===== src/rtl/sha256_digest_serializer.sv =====
// sha256_digest_serializer
// Captures a 256-bit SHA-256 digest on done_i. Streams it out as BEATS
// words of OUT_W bits, H0 first, over a valid/ready handshake.
// Optional feature macro: SER_PEND_EN adds a one-entry pending digest
// register, so a digest that arrives mid-stream is queued, not dropped.
module sha256_digest_serializer #(
  parameter int OUT_W = 32,
  parameter int BEATS = 256 / OUT_W
) (
  input  logic                     clk,
  input  logic                     rst_n,
  input  logic                     done_i,
  input  logic [255:0]             hash_i,
  output logic [OUT_W-1:0]         dout_o,
  output logic                     dout_valid_o,
  input  logic                     dout_ready_i,
  output logic                     dout_last_o,
  output logic [$clog2(BEATS)-1:0] beat_o,
  output logic                     busy_o,
  output logic                     drop_o
);

  localparam int BW = $clog2(BEATS);

  generate
    if (OUT_W != 32 && OUT_W != 64 && OUT_W != 128) begin : g_bad_out_w
      $fatal(1, "sha256_digest_serializer: OUT_W must be 32, 64 or 128");
    end
    if (BEATS != 256 / OUT_W) begin : g_bad_beats
      $fatal(1, "sha256_digest_serializer: BEATS must equal 256/OUT_W");
    end
  endgenerate

  typedef enum logic {
    IDLE = 1'b0,
    SEND = 1'b1
  } state_t;

  state_t          state, state_next;
  logic [255:0]    shift_reg, shift_next;
  logic [BW-1:0]   beat, beat_next;
  logic            drop_next;
  logic            xfer, final_xfer;

`ifdef SER_PEND_EN
  logic [255:0]    pend_reg, pend_next;
  logic            pend_valid, pend_valid_next;
`endif

  // The output word is always the top slice of the shift register; outputs are forced to zero while idle.
  assign busy_o       = (state == SEND);
  assign dout_valid_o = busy_o;
  assign dout_o       = busy_o ? shift_reg[255 -: OUT_W] : '0;
  assign beat_o       = busy_o ? beat : '0;
  assign dout_last_o  = busy_o && (beat == BW'(BEATS - 1));
  assign xfer         = dout_valid_o && dout_ready_i;
  assign final_xfer   = xfer && dout_last_o;

  // Next-state logic: load, shift, reload on the final beat, and decide whether an incoming digest is kept or dropped.
  always_comb begin
    state_next      = state;
    shift_next      = shift_reg;
    beat_next       = beat;
    drop_next       = 1'b0;
`ifdef SER_PEND_EN
    pend_next       = pend_reg;
    pend_valid_next = pend_valid;
`endif
    case (state)
      IDLE: begin
        if (done_i) begin
          shift_next = hash_i;
          beat_next  = '0;
          state_next = SEND;
        end
      end
      SEND: begin
        if (final_xfer) begin
          beat_next = '0;
`ifdef SER_PEND_EN
          if (pend_valid) begin
            shift_next      = pend_reg;
            pend_valid_next = done_i;
            if (done_i) begin
              pend_next = hash_i;
            end
          end else if (done_i) begin
            shift_next = hash_i;
          end else begin
            state_next = IDLE;
          end
`else
          if (done_i) begin
            shift_next = hash_i;
          end else begin
            state_next = IDLE;
          end
`endif
        end else begin
          if (xfer) begin
            shift_next = {shift_reg[255-OUT_W:0], {OUT_W{1'b0}}};
            beat_next  = beat + BW'(1);
          end
          if (done_i) begin
`ifdef SER_PEND_EN
            if (!pend_valid) begin
              pend_next       = hash_i;
              pend_valid_next = 1'b1;
            end else begin
              drop_next = 1'b1;
            end
`else
            drop_next = 1'b1;
`endif
          end
        end
      end
    endcase
  end

  // State register with asynchronous active-low reset; reset abandons any partially sent digest.
  always_ff @(posedge clk or negedge rst_n) begin
    if (!rst_n) begin
      state      <= IDLE;
      shift_reg  <= '0;
      beat       <= '0;
      drop_o     <= 1'b0;
`ifdef SER_PEND_EN
      pend_reg   <= '0;
      pend_valid <= 1'b0;
`endif
    end else begin
      state      <= state_next;
      shift_reg  <= shift_next;
      beat       <= beat_next;
      drop_o     <= drop_next;
`ifdef SER_PEND_EN
      pend_reg   <= pend_next;
      pend_valid <= pend_valid_next;
`endif
    end
  end

endmodule


===== config.mk =====
export PLATFORM = sky130hd
export DESIGN_NAME = sha256_digest_serializer
export DESIGN_NICKNAME = d
export VERILOG_FILES = /design/src/rtl/sha256_digest_serializer.sv
export SDC_FILE = /design/constraint.sdc
export NUM_CORES = 1
export LEC_CHECK = 0
export CELL_PAD_IN_SITES_DETAIL_PLACEMENT = 1
export CELL_PAD_IN_SITES_GLOBAL_PLACEMENT = 2
export CORE_ASPECT_RATIO = 1.2
export CORE_MARGIN = 2
export CORE_UTILIZATION = 30
export DETAILED_ROUTE_END_ITERATION = 16
export GPL_ROUTABILITY_DRIVEN = 0
export PLACE_DENSITY_LB_ADDON = 0.05
export SETUP_SLACK_MARGIN = 0.05
export SKIP_LAST_GASP = 1
export SYNTH_ARGS = -nofsm -noshare
export SYNTH_HDL_FRONTEND = slang
export SYNTH_SLANG_ARGS = --single-unit
export TNS_END_PERCENT = 20

===== constraint.sdc =====
create_clock -name clk -period 1.8 [get_ports clk]
set_clock_uncertainty 0.05 [all_clocks]
set_input_delay 0.18 -clock clk [delete_from_list [all_inputs] [get_ports clk]]
set_output_delay 0.18 -clock clk [all_outputs]
set_load 0.02 [all_outputs]

==> results of run 1 <==
-- kinds of logic after synthesis --
logic type | after synthesis | synth area share, %
mux | 34 | 2.83
buf+inv | 93 | 5.25
compound gates | 263 | 23.1
flops | 261 | 54.3
fa+ha+maj | 2 | 0.208
simple gates | 273 | 14.3
-- through the flow --
| step | setup WS, ns | utilization, % | power, mW | setup TNS [ns] | hold WS, ns |
|---|---|---|---|---|---|
| finish | -0.0855 | 44.6 | 23.2 | -7.86 | 0.0654 |
| global route | -0.158 | 44.5 | 24.5 | -22.04 | 0.0740 |
| CTS | -0.110 | 42.4 | 22.7 | -15.01 | 0.0697 |
| detailed placement | -0.210 | 39.8 | 16.5 | -20.26 | 0.0714 |
| global placement | -0.145 | 39.8 | 16.3 | -15.17 | 0.0703 |
| floorplan | 0.0332 | - | 13.5 | 0 | -0.166 |
-- power breakdown --
part / switching [mW] / total (mW) / internal, mW
registers: 1.28 / 9.29 / 8.01
clock network: 2.44 / 6.42 / 3.97
logic: 3.02 / 7.48 / 4.45
-- final timing paths --
check                                          from                         end  cells past startpoint
min                                           rst_n  shift_reg[250]$_DFFE_PN0P_                      2
max                                busy_o$_DFF_PN0_  shift_reg[160]$_DFFE_PN0P_                      8
min in group clk                             done_i            drop_o$_DFF_PN0_                      3
max reg2reg                        busy_o$_DFF_PN0_  shift_reg[160]$_DFFE_PN0P_                      8
max in group asynchronous                     rst_n   shift_reg[37]$_DFFE_PN0P_                      3
min reg2reg                shift_reg[7]$_DFFE_PN0P_    shift_reg[7]$_DFFE_PN0P_                      1
-- layer usage --
| layer | vias up | routed length, um |
|---|---|---|
| met5 | - | 64 |
| met4 | 10 | 551 |
| met3 | 46 | 2420 |
| met2 | 217 | 17900 |
| met1 | 4383 | 18100 |
| li1 | 4253 | - |
-- cell type report --
cell class	count	area, sq um	share of cell area [%]
flip-flops and latches	261	6530	37.0
multi-input cells	573	5100	28.9
well taps	533	667	3.77
diodes	4	10.0	0.0567
repair buffers	408	4300	24.3
inverters	2	7.51	0.0425
clock buffers	49	943	5.34
clock inverters	6	105	0.595
-- cell usage in the layout (no fill, tap or decap), types with 2 or more instances in the layout --
master and count:
sky130_fd_sc_hd__or2b_1 12, sky130_fd_sc_hd__dfrtp_1 260, sky130_fd_sc_hd__inv_1 2, sky130_fd_sc_hd__bufinv_16 3, sky130_fd_sc_hd__and2_1 36, sky130_fd_sc_hd__buf_8 3, sky130_fd_sc_hd__buf_4 55, sky130_fd_sc_hd__clkbuf_8 10
sky130_fd_sc_hd__buf_16 5, sky130_fd_sc_hd__clkinv_2 3, sky130_fd_sc_hd__clkdlybuf4s50_1 258, sky130_fd_sc_hd__a2bb2oi_2 12, sky130_fd_sc_hd__clkbuf_1 8, sky130_fd_sc_hd__buf_2 34, sky130_fd_sc_hd__a22o_1 35, sky130_fd_sc_hd__diode_2 4
sky130_fd_sc_hd__clkbuf_16 45, sky130_fd_sc_hd__mux2i_2 4, sky130_fd_sc_hd__nand2b_1 210, sky130_fd_sc_hd__buf_6 16, sky130_fd_sc_hd__clkdlybuf4s15_1 2, sky130_fd_sc_hd__o221a_1 190, sky130_fd_sc_hd__nand2_1 3, sky130_fd_sc_hd__mux2i_4 4
sky130_fd_sc_hd__buf_12 19, sky130_fd_sc_hd__o22ai_1 2, sky130_fd_sc_hd__mux2i_1 26, sky130_fd_sc_hd__a2bb2oi_1 21, sky130_fd_sc_hd__nand2b_4 5
-- what timing repair did --
action / CTS / global route
setup endpoints to repair: 288 / 286
cloned: 1 / 19
hold endpoints to repair: 261 / 0
setup buffers: 7 / 18
resized for setup: 161 / 55
pin swaps: 2 / 7
hold buffers: 1 / 0
-- cell usage after synthesis --
| cell | count | area (sq um) |
|---|---|---|
| sky130_fd_sc_hd__nand3_2 | 1 | 10.0 |
| sky130_fd_sc_hd__o22ai_1 | 2 | 12.5 |
| sky130_fd_sc_hd__or2b_1 | 12 | 90.1 |
| sky130_fd_sc_hd__a22o_1 | 35 | 307 |
| sky130_fd_sc_hd__dfrtp_1 | 261 | 6530 |
| sky130_fd_sc_hd__nor2_1 | 1 | 3.75 |
| sky130_fd_sc_hd__o21a_1 | 1 | 7.51 |
| sky130_fd_sc_hd__buf_6 | 24 | 270 |
| sky130_fd_sc_hd__and3b_1 | 1 | 8.76 |
| sky130_fd_sc_hd__and2_1 | 37 | 231 |
| sky130_fd_sc_hd__ha_1 | 2 | 25.0 |
| sky130_fd_sc_hd__buf_4 | 22 | 165 |
| sky130_fd_sc_hd__nand2b_1 | 215 | 1350 |
| sky130_fd_sc_hd__buf_2 | 15 | 75.1 |
| sky130_fd_sc_hd__or2_2 | 1 | 6.26 |
| sky130_fd_sc_hd__buf_1 | 1 | 3.75 |
| sky130_fd_sc_hd__clkbuf_1 | 29 | 109 |
| sky130_fd_sc_hd__o21ai_1 | 1 | 5.00 |
| sky130_fd_sc_hd__nand2_1 | 3 | 11.3 |
| sky130_fd_sc_hd__nor2b_1 | 1 | 6.26 |
| sky130_fd_sc_hd__inv_1 | 2 | 7.51 |
| sky130_fd_sc_hd__o221a_2 | 1 | 11.3 |
| sky130_fd_sc_hd__o221a_1 | 190 | 2140 |
| sky130_fd_sc_hd__and3_1 | 1 | 6.26 |
| sky130_fd_sc_hd__mux2i_1 | 34 | 340 |
| sky130_fd_sc_hd__a2bb2oi_1 | 33 | 289 |
==> run summary, run 1 <==
Kind of critical path - flop to flop
Sequential fraction of the synthesis area - 54.3%
Most Crowded Layer GR - met2
Final WL - 39100 um
Count of nets left with antenna violations after detail routing - 0
Peak ir drop on the vdd network - 0.631 mV
Number of DRC markers in iteration 0 - 343
Vias per cell - 4.85
Clk_lat worst skew - 0.56 ns
Ratio of total power to cell area - 1310 nW/um^2
H-Tree Level Count - 1
Outcome - finished, violations left
Count of maximum capacitance violations - 0
First-pass GRT wire length - 56000 um
Post-Syn Area - 12000 sq um
Number of nets produced by synthesis - 1188
Pin count of the biggest net entering global routing - 63
Count of synthesis-stage warnings from yosys - 0
Fill count - 4111
Yosys cell types - 26
Total count of max-transition violations in the final report - 0
Number of sinks driven by the clock tree - 261
Synthesized area divided by synthesized cell count - 13.0 sq um
Number of failing setup endpoints in the final timing report - 209
Met1 usage - 24.0%
Maximum fanout along the worst path - 27
Top-level I/O count - 299
Final critical-path share of the clock period - 105%
Die X - 187 um
# port buffers - 298
Class of the tightest hold or removal check - input port to async pin
Leakage dissipation - 6.89 nW
Rows - 80
Arrival time reported for the critical path endpoint - 2.28 ns
Detail-routed net length per standard cell - 21.3 um
Minimum clock period - 1.89 ns
TritonCTS clock tree - done
Initial core utilization - 30.3%
Tightest slew margin relative to the limit - 52.4%
Flops & latches, synth - 261
Most frequent cell on the critical path - sky130_fd_sc_hd__buf_6
Ratio of cells with drive above 1 in the final layout - 17.9%
Post-DP HPWL - 25500 um
All-Layer GR Usage - 17.0%
Failing checks - setup timing
Slack of the worst reg-to-reg path - -0.09 ns
Root cell of the clock tree - sky130_fd_sc_hd__clkbuf_16
Number of nets in the finished design - 1538
Largest register FFs - 256
Growth of design area from synthesis to finish - 47.0%
Post-CTS clock slew at the launch and capture registers of the worst setup and hold paths - 0.06 ns
GR met3 Demand/Resource - 4.31%
Endpoints failing hold - 0
Worst-margin pin slew - 0.714 ns
Die outline area - 41700 sq um
# DRC - 0
Mapped Cells - 926
Setup crit end kind - flop
Crit-path leading delay family - buffers and inverters
Required arrival time at the worst endpoint - 2.19 ns
Area after detailed placement - 15800 sq um
Slowest stage cell, crit path - sky130_fd_sc_hd__dfrtp_2
Met2 demand-to-capacity share in global routing - 26.1%
Number of vias after detailed routing - 8909
Die Height - 223 um
Iteration count of the initial detailed-routing pass - 4
Antenna violations before repair - 7
Area of the core region - 39600 sq um
Total grt overflow - 0
Max frequency - 0.530 GHz
Unrepaired setup endpoints after global routing - true
Final standard cell area without fillers - 17700 sq um
Critical path startpoint category - flop
CP max stage delay - 0.45 ns
Number of global-route vias before repair - 9231
Post-placement cell count - 1731
Layout Cells excl Fill - 1836
Number of clock buffers inserted by TritonCTS - 30
CTS max path bufs - 3
Buffers & Inverters on Critical Path - 5
Setup slack after layout - -0.0855 ns
Worst-path cell chain - buf_6 > buf_6 > buf_6 > nand2b_4 > nand3_4 > buf_12 > clkbuf_16 > o221a_1
Power figures use the tool's default switching activity.
==> inputs of run 2 (changes only) <==
--- a/config.mk
+++ b/config.mk
@@ -5,6 +5,7 @@
 export SDC_FILE = /design/constraint.sdc
 export NUM_CORES = 1
 export LEC_CHECK = 0
+export CAP_MARGIN = 20
 export CELL_PAD_IN_SITES_DETAIL_PLACEMENT = 1
 export CELL_PAD_IN_SITES_GLOBAL_PLACEMENT = 2
 export CORE_ASPECT_RATIO = 1.2
==> results of run 2 <==
Final layout, timing and power as in run 1 (identical DEF).
==> inputs of run 3 (changes only) <==
--- a/config.mk
+++ b/config.mk
@@ -5,7 +5,7 @@
 export SDC_FILE = /design/constraint.sdc
 export NUM_CORES = 1
 export LEC_CHECK = 0
-export CAP_MARGIN = 20
+export CAP_MARGIN = 25
 export CELL_PAD_IN_SITES_DETAIL_PLACEMENT = 1
 export CELL_PAD_IN_SITES_GLOBAL_PLACEMENT = 2
 export CORE_ASPECT_RATIO = 1.2
==> results of run 3 <==
Final layout, timing and power as in run 1 (identical DEF).
